[src/rtl/b200_spi_master.sv]
// b200_spi_master: settings-bus SPI master driving the shared B2x0 sclk/mosi/sen bus.
// Define B200_SPI_MISO_CAPTURE_EN to build the MISO synchronizer and readback capture.
module b200_spi_master #(
  parameter logic [7:0] BASE = 8'd8,
  parameter int NUM_SEN = 8,
  parameter int CLKDIV_W = 16
) (
  input  logic                bus_clk,
  input  logic                reset_global,
  input  logic                set_stb,
  input  logic [7:0]          set_addr,
  input  logic [31:0]         set_data,
  output logic                ready,
  output logic                done,
  output logic [31:0]         readback,
  output logic [NUM_SEN-1:0]  sen,
  output logic                sclk,
  output logic                mosi,
  input  logic                miso
);
  typedef enum logic [2:0] {IDLE, ASSERT, SHIFT, DEASSERT, DONE} state_t;
  state_t state;
  logic [CLKDIV_W-1:0] clkdiv, div, cnt;
  logic [NUM_SEN-1:0] mask;
  logic [5:0] nbits, last, ecnt;
  logic [6:0] two_n;
  logic mosi_edge, miso_edge, mosi_edge_w, miso_edge_w;
  logic [31:0] sh;
  logic trig, half_end, final_edge;
  assign trig = set_stb && set_addr == BASE + 8'd2 && ready;
  assign half_end = cnt == div;
  assign final_edge = ecnt == last;
  assign two_n = (nbits == 6'd0 || nbits > 6'd32) ? 7'd64 : {nbits, 1'b0};
  always_ff @(posedge bus_clk or posedge reset_global)
    if (reset_global) begin
      state <= IDLE;
      clkdiv <= '0;
      div <= '0;
      cnt <= '0;
      mask <= '0;
      nbits <= '0;
      last <= '0;
      ecnt <= '0;
      mosi_edge <= 1'b0;
      miso_edge <= 1'b0;
      mosi_edge_w <= 1'b0;
      miso_edge_w <= 1'b0;
      sh <= '0;
      ready <= 1'b1;
      done <= 1'b0;
      sen <= '1;
      sclk <= 1'b0;
      mosi <= 1'b0;
    end else begin
      done <= 1'b0;
      cnt <= half_end ? '0 : cnt + CLKDIV_W'(1);
      if (set_stb && set_addr == BASE) clkdiv <= set_data[CLKDIV_W-1:0];
      if (set_stb && set_addr == BASE + 8'd1) begin
        mask <= set_data[NUM_SEN-1:0];
        nbits <= set_data[21:16];
        mosi_edge <= set_data[24];
        miso_edge <= set_data[25];
      end
      case (state)
        IDLE, DONE:
          if (trig) begin
            state <= ASSERT;
            ready <= 1'b0;
            div <= clkdiv;
            cnt <= '0;
            ecnt <= '0;
            last <= 6'(two_n - 7'd1);
            mosi_edge_w <= mosi_edge;
            miso_edge_w <= miso_edge;
            sen <= ~mask;
            mosi <= set_data[31];
            sh <= {set_data[30:0], 1'b0};
          end else state <= IDLE;
        ASSERT: if (half_end) state <= SHIFT;
        SHIFT:
          if (half_end) begin
            sclk <= ~sclk;
            ecnt <= ecnt + 6'd1;
            if (final_edge) state <= DEASSERT;
            else if (sclk ^ mosi_edge_w) begin
              mosi <= sh[31];
              sh <= {sh[30:0], 1'b0};
            end
          end
        DEASSERT:
          if (half_end) begin
            state <= DONE;
            done <= 1'b1;
            ready <= 1'b1;
            sen <= '1;
            mosi <= 1'b0;
          end
        default: state <= IDLE;
      endcase
    end
`ifdef B200_SPI_MISO_CAPTURE_EN
  // sp delays the sample edge by the two synchronizer stages
  logic m1, m2;
  logic [1:0] sp;
  logic [31:0] cap;
  always_ff @(posedge bus_clk or posedge reset_global)
    if (reset_global) begin
      m1 <= 1'b0;
      m2 <= 1'b0;
      sp <= '0;
      cap <= '0;
      readback <= '0;
    end else begin
      m1 <= miso;
      m2 <= m1;
      sp <= {sp[0], state == SHIFT && half_end && !(sclk ^ miso_edge_w)};
      if (trig) cap <= '0;
      else if (sp[1]) cap <= {cap[30:0], m2};
      if (state == DEASSERT && half_end) readback <= cap;
    end
`else
  logic unused_miso;
  assign unused_miso = miso ^ miso_edge_w;
  assign readback = '0;
`endif
endmodule

[config.mk]
export PLATFORM = sky130hd
export DESIGN_NAME = b200_spi_master
export DESIGN_NICKNAME = d
export VERILOG_FILES = /design/src/rtl/b200_spi_master.sv
export SDC_FILE = /design/constraint.sdc
export NUM_CORES = 1
export LEC_CHECK = 0
export BUFFER_PORTS_ARGS = -buffer_cell sky130_fd_sc_hd__buf_4
export CAP_MARGIN = 15
export CORE_MARGIN = 5
export CORE_UTILIZATION = 50
export CTS_BUF_LIST = sky130_fd_sc_hd__clkbuf_8
export DETAILED_ROUTE_END_ITERATION = 6
export PLACE_DENSITY = 0.73
export SETUP_SLACK_MARGIN = 0.4
export SLEW_MARGIN = 20
export SYNTH_ARGS = -nofsm -noshare
export SYNTH_HDL_FRONTEND = slang
export SYNTH_SLANG_ARGS = --single-unit
[constraint.sdc]
create_clock -name bus_clk -period 4.8 [get_ports bus_clk]
set_clock_uncertainty 0.05 [all_clocks]
set_input_delay 0.96 -clock bus_clk [delete_from_list [all_inputs] [get_ports bus_clk]]
set_output_delay 0.96 -clock bus_clk [all_outputs]
set_load 0.03 [all_outputs]
# Word level (Yosys, flattened, before mapping)
# Cells that the tools add are included.
[word_totals]
reg_bits = 123
in_bits = 44
elab_cells = 89
[classes]
add_sub_neg = 3
magnitude_cmp = 1
eq_ne = 16
n_mux = 32
bitwise_logic = 3
reduce_logical = 18
[ops]
columns = ["operator", "count"]
rows = [
  ["$mux 32", 4],
  ["$pmux 32 s2", 1],
  ["$mux 16", 3],
  ["$eq 8x4->1 const B", 3],
  ["$mux 6", 3],
  ["$add 16x1->16 const B", 1],
  ["$eq 16x16->1", 1],
  ["$mux 8", 2],
  ["$pmux 8 s2", 1],
  ["$ne 2x2->1 const B", 7],
  ["$mux 3", 4],
  ["$pmux 3 s4", 1],
  ["$pmux 6 s2", 1],
  ["$mux 1", 10],
  ["$not 8->8", 1],
  ["$add 6x1->6 const B", 1],
  ["$eq 3x2->1 const B", 2],
  ["$eq 6x6->1", 1],
  ["$gt 6x6->1 const B", 1],
  ["$logic_not 6->1", 1],
  ["$reduce_and 3->1", 2],
  ["$reduce_and 6->1", 1],
  ["$sub 6x1->6 const B", 1],
  ["$reduce_and 5->1", 1],
  ["other kinds (14)", 19],
]

# Longest topological paths before layout
# Gate-level depths: netlist of run 1.
[logic_depth]
depth_word = 5
depth_mapped = 8

# Least setup slack after synthesis of run 1
# OpenSTA, ideal clock, no wires.
[synth_timing]
path_kind = "input -> register"
startpoint = "input set_addr[4]"
endpoint = "register clkdiv[0]"
arrival_time_ns = 2.314
setup_slack_ns = 2.311
stages = 5
path_cell_list = "nor4b_1 > nand2_1 > nor3_2 > buf_2 > mux2_2"
[synth_via]
elab_chain_len = 2
[synth_rtl]
columns = ["item", "line", "rtl"]
rows = [
  ["start, declared", "11", "input logic [7:0] set_addr,"],
  ["$eq 8x4->1", "57", "if (set_stb && set_addr == BASE) clkdiv <= set_data[CLKDIV_W-1:0];"],
  ["$logic_and 1x1->1", "57", ""],
  ["end signal, assigned", "57", ""],
  ["end, declared", "23", "logic [CLKDIV_W-1:0] clkdiv, div, cnt;"],
]
# Every way passes these cells.
# A chain may end at the register's enable or synchronous reset.

# Final worst setup path of run 1
[layout_timing]
startpoint = "register cnt[8]"
endpoint = "register sh[13]"
[layout_via]
elab_chain_len = 3
[layout_rtl]
columns = ["item", "line", "rtl"]
rows = [
  ["start, declared", "23", ""],
  ["start signal, assigned", "56", "cnt <= half_end ? '0 : cnt + CLKDIV_W'(1);"],
  ["$eq 16x16->1", "31", "assign half_end = cnt == div;"],
  ["$ne 2x2->1 (no line)", "n/a", ""],
  ["$reduce_and 5->1 (no line)", "n/a", ""],
  ["end signal, assigned", "77", "sh <= {set_data[30:0], 1'b0};"],
  ["end signal, assigned", "87", "sh <= {sh[30:0], 1'b0};"],
  ["end, declared", "28", "logic [31:0] sh;"],
]
# Every way passes these cells.

==> qor.csv, run 1 <==
metric;value;unit
min_path_type;flip-flop to flip-flop;
crit_path_start;cnt[8];
num_rows;38;
ys_warn_count;0;
wl_per_cell;16.0;um
p_int;1.56;mW
synth-xor-area-share;6.20;%
cp.required;5060;ps
grt_max_degree;68;
drt_iter0_drc;211;
synth_edf_count;0;
clkTransAtPathRegs;70;ps
antenna_found_initial;0;
synth_top_family_by_area;simple AND/OR/NAND/NOR gates;
dpl.cell_count;673;
final_cells;705;
synthAdderAreaFrac;0.664;%
finalHoldViolCount;0;
antennaDiodeCount;0;
cts_resized;0;
tns;0;ps
final_max_slew_viol_count;0;
first_pass_iters;4;
grt_overflow;0;
grtUsageTotal;18.3;%
slew_headroom;49.7;%
ios;88;
drt_wl_total;11300;um
cap_violations;0;
fp.dieW;116;um
finalNetCount;599;
grt_setup_unrepaired;false;
synth_area;0.00565;mm2
area_delta_synth_final;13.8;%
crit_arrival;3040;ps
htreeDepth;4;
die_height;116;um
start_util;51.7;%
p_leak;3.15;nW
status;complete, no violations;
end_kind;flip-flop;
port_buffers;54;
max_freq;359;MHz
final_area;0.00643;mm2
ys_seq_elements;122;
cts_tree;built;
post_cts_buffers;0;
period_share;58.0;%
crit_fanout;31;
p_clk_share;40.7;%
synthTopCellsByCount;dfrtp_1 (113), nand2_1 (68), buf_4 (33);
pwr-share-comb;8.2;%
grt_pass1_wl;19200;um
synthSimpleGateAreaFrac;15.4;%
num_vias;3754;
finalCriticalPeriod;2780;ps
yosysTopAreaCell;dfrtp_1;
synthFlopType;dfrtp_1;
synthDistinctLibCells;48;
clkSinkCount;122;
start_kind;flip-flop;
synthTopCellsByArea;dfrtp_1 (50%), mux2_2 (6.2%), nand2_1 (4.5%), buf_4 (4.4%), dfstp_2 (4.2%);
synth_cells;497;
utilization;58.8;%
worst_slew_pin_slew;754;ps
ys_async_sr_fraction;100;%
irDropWorstVdd;0.292;mV
layout-drive-gt1-share;29.0;%
route.detailed.drc;0;
cts_root_buffer;clkbuf_8;
vias_per_cell;5.32;
power_frac_seq;51.1;%
fp.dieArea;0.0135;mm2
clock_latency;420;ps
synth_compound_area_share;10.7;%
hold_buffers;0;
hp-start;mask[6];
synthMostInstantiatedCell;dfrtp_1;
gp_congestion;0.799;
synth_top_area_share;50.0;%
clockBufferDepth;2;
swShare;26.0;%
pwr_density_cell;327;mW/mm2
avgSynthCellArea;11.4;um2
drtAntennaViolNets;0;
finalSetupViolCount;0;
hpwl;7910;um
placed_area;0.00605;mm2
reg2reg_slack;2020;ps
seq_area_frac_synth;54.2;%
numCtsBuffers;17;
p_switching;0.546;mW
reg2reg_from;cnt[8];
muxShareOfSynthArea;6.35;%
core;0.0109;mm2
worst-setup-path-type;flip-flop to flip-flop;
grt_pass1_vias;3855;
## flip-flops by register name, summed over array words and instances, names as in the netlist
register     count
nbits            6
sclk             1
clkdiv          16
done             1
mosi_edge_w      1
sh              31
state            3
cnt             16
ecnt             6
mosi             1
last             6
ready            1
div             16
mask             8
mosi_edge        1
sen              8
## through the flow
step / power (mW) / setup slack (ps) / hold WS [ps]
CTS: 2.12 / 2000 / 363
floorplan: 1.23 / 562 / 328
detailed placement: 1.27 / 1870 / 345
global placement: 1.26 / 1930 / 338
finish: 2.10 / 2020 / 359
global route: 2.19 / 1860 / 381
## cell usage in the layout (no fill, tap or decap), types with 4 or more instances in the layout
cell type   count
and3_1          4
conb_1         32
clkinvlp_4      4
buf_4          59
o221a_2        20
nor2_1         30
nor3_1          5
a21oi_1         6
nand2_1        68
nand2b_1       32
a2bb2oi_1       8
inv_1           4
xor2_1         27
dfrtp_1       113
o211ai_1        4
o31ai_1         4
nand3_1         8
xnor2_1        13
dfstp_2         9
o221a_1        10
clkbuf_8       19
mux2_2         31
## layout make-up
cell class / count / area [um2]
tap: 140 / 175
sequential: 122 / 3060
clock buffer: 19 / 262
timing repair buffer: 59 / 443
fill: 920 / 4500
clock inverter: 13 / 119
inverter: 5 / 21.3
multi-input combinational: 347 / 2350
## power groups by stage
stage	combinational [mW]	sequential, mW	clock (mW)
floorplan	0.137	1.09	0
global placement	0.170	1.09	0
detailed placement	0.174	1.09	0
CTS	0.175	1.07	0.875
global route	0.191	1.08	0.920
finish	0.173	1.07	0.855
## kinds of logic after synthesis
family,count (synthesis)
fa+ha+maj,3
flops,122
compound gates,66
buf+inv,59
mux,32
other cells,1
xor+xnor,40
simple gates,174
## final timing paths
kind                       depth (start not counted)       to
min                                                1   sen[6]
max                                                5   sh[13]
min in group asynchronous                          2  mask[2]
max in group asynchronous                          3   sen[1]
max reg2reg                                        5   sh[13]
min reg2reg                                        1   sen[6]
## critical path, stage by stage (launching register included)
cell	delay (ps)
dfrtp_1	420
xor2_1	180
nor4_1	450
and4_1	460
nand3_2	580
o221a_2	530
## routing by layer
layer | up-vias | GRT usage (%) | share of wire (%)
li1 | 1779 | - | -
met1 | 1873 | 24.1 | 44
met2 | 85 | 29.8 | 50
met3 | 17 | 4.40 | 4.0
met4 | 0 | 5.88 | 1.6
met5 | - | 0 | 0
(Power assumes the default switching activity.)
==> run 2, diff against run 1 <==
Clock period 4.8 ns to 2.7 ns, I/O delays scaled along.
==> run 2 against run 1 <==
Effect of this change:
- maximum frequency increased by 27%
- cell area rose by 2.0%
- utilization increased by 1.2 points
- setup slack worse by 1500 ps
- routed wire length rose by 3.4%
==> qor.csv, run 2 (same netlist as run 1, synthesis figures left out) <==
metric;value;unit;change
largest_reg_flops;31;;unchanged
end_kind;flip-flop;;
grt_pass1_vias;3950;;+2.5%
crit_fanout;31;;unchanged
gp_congestion;0.891;;+12%
route.detailed.drc;0;;unchanged
layout-drive-gt1-share;30.4;%;+1.4 points
cts_root_buffer;clkbuf_8;;
die_height;116;um;unchanged
ios;88;;unchanged
drtAntennaViolNets;0;;unchanged
port_buffers;54;;unchanged
grt_overflow;0;;unchanged
drt_iter0_drc;237;;+12%
clkTransAtPathRegs;70;ps;about the same
irDropWorstVdd;0.303;mV;+3.7%
clkSinkCount;122;;unchanged
cap_violations;0;;unchanged
period_share;81.1;%;+23 points
placed_area;0.00616;mm2;+1.8%
grt_pass1_wl;19600;um;+1.6%
pwr_density_cell;569;mW/mm2;+74%
status;complete, no violations;;
finalHoldViolCount;0;;unchanged
num_vias;3848;;+2.5%
worst_slew_pin_slew;616;ps;-138 ps
htreeDepth;4;;unchanged
worst-setup-path-type;flip-flop to flip-flop;;
clockBufferDepth;2;;unchanged
finalCriticalPeriod;2190;ps;-595 ps
clock_latency;430;ps;about the same
start_kind;flip-flop;;
total_power;3.74;mW;+78%
p_leak;3.23;nW;+2.5%
cp.required;2960;ps;-2100 ps
start_util;51.7;%;unchanged
fp.dieW;116;um;unchanged
drt_wl_total;11700;um;+3.4%
tns;0;ps;unchanged
grt_setup_unrepaired;false;;
mostFrequentLayoutCells;dfrtp_1 (113), nand2_1 (68), buf_4 (68), nand2b_1 (32), conb_1 (32);;
final_max_slew_viol_count;0;;unchanged
core;0.0109;mm2;unchanged
max_freq;457;MHz;+27%
first_pass_iters;5;;+1
final_area;0.00657;mm2;+2.0%
regMostFlops;sh;;
grtUsageTotal;18.6;%;+0.38 points
finalNetCount;611;;+2.0%
slew_headroom;58.8;%;+9.1 points
hpwl;8230;um;+4.1%
numCtsBuffers;17;;unchanged
min_path_type;input pin to asynchronous set/reset pin;;
vias_per_cell;5.37;;+0.93%
finalSetupViolCount;0;;unchanged
num_rows;38;;unchanged
multi_input_area;0.00236;mm2;+0.64%
grt_max_degree;57;;-16%
fp.dieArea;0.0135;mm2;unchanged
crit_arrival;2450;ps;-590 ps
fillerInstances;898;;-2.4%
cts_tree;built;;
antennaDiodeCount;0;;unchanged
wl_per_cell;16.3;um;+1.8%
final_common_cell;dfrtp_1;;
antenna_found_initial;0;;unchanged
area_delta_synth_final;16.2;%;
ff_latch_area;0.00306;mm2;unchanged
==> run 2: cell count changes in the layout (fill, tap and decap cells not counted), sizes merged <==
cell / previous run / this run
buf: 59 / 71
clkbuf: 19 / 21
clkinv: 6 / 3
==> run 2: worst paths after layout <==
path / endpoint / cells past startpoint / slack [ps] / start
max: sh[14] / 6 / 510 / cnt[2]
max in group asynchronous: clkdiv[5] / 3 / 1750 / reset_global
min reg2reg: sen[5] / 1 / 350 / mask[5]
max reg2reg: sh[14] / 6 / 510 / cnt[2]
min: mosi_edge_w / 2 / 140 / reset_global
min in group bus_clk: mosi_edge / 2 / 300 / set_data[24]
==> run 2: critical path, cell delays in order, from the launching register on <==
cell and delay (ps):
dfrtp_1 450, xor2_1 200, nor4_2 380, and4_4 350
nand3_2 70, buf_4 260, o221a_2 310
==> run 2: layout make-up <==
cell class	instances	share of cell area (%)
Clock inverter	10	1.20
Timing Repair Buffer	71	8.69
Multi-Input combinational cell	347	36.0
Clock buffer	21	4.40
Inverter	5	0.343
Tap cell	140	2.67
Sequential cell	122	46.7
==> run 2: what timing repair did <==
| item | 4_1_cts | 5_1_grt |
|---|---|---|
| buffers inserted | 3 | 0 |
| resized for setup | 1 | 3 |
| hold buffers | 0 | 0 |
| pin swaps | 1 | 0 |
| endpoints found under the setup margin | 31 | 32 |
==> run 2: stage by stage <==
stage          setup WS (ps)  hold slack (ps)  util (%)  instances
2_1_floorplan            620              328         -        528
5_1_grt                  407              178      60.0        716
6_report                 511              136      60.0        716
3_5_place_dp             359              343      56.3        682
4_1_cts                  438              147      59.9        716
3_3_place_gp             358              335      56.3        682
==> run 2: power breakdown <==
part	leakage, nW	internal (mW)	total (mW)	switching [mW]
clock	0.193	0.804	1.48	0.680
sequential	1.66	1.88	1.91	0.0353
combinational	1.37	0.137	0.341	0.204
total	3.23	2.82	3.74	0.919
==> run 2: per-layer routing <==
layer / global-route usage (%) / wire length, um
met1: 24.9 / 5200
met2: 29.5 / 5780
met3: 4.66 / 524
met4: 7.04 / 194
met5: 0 / 0
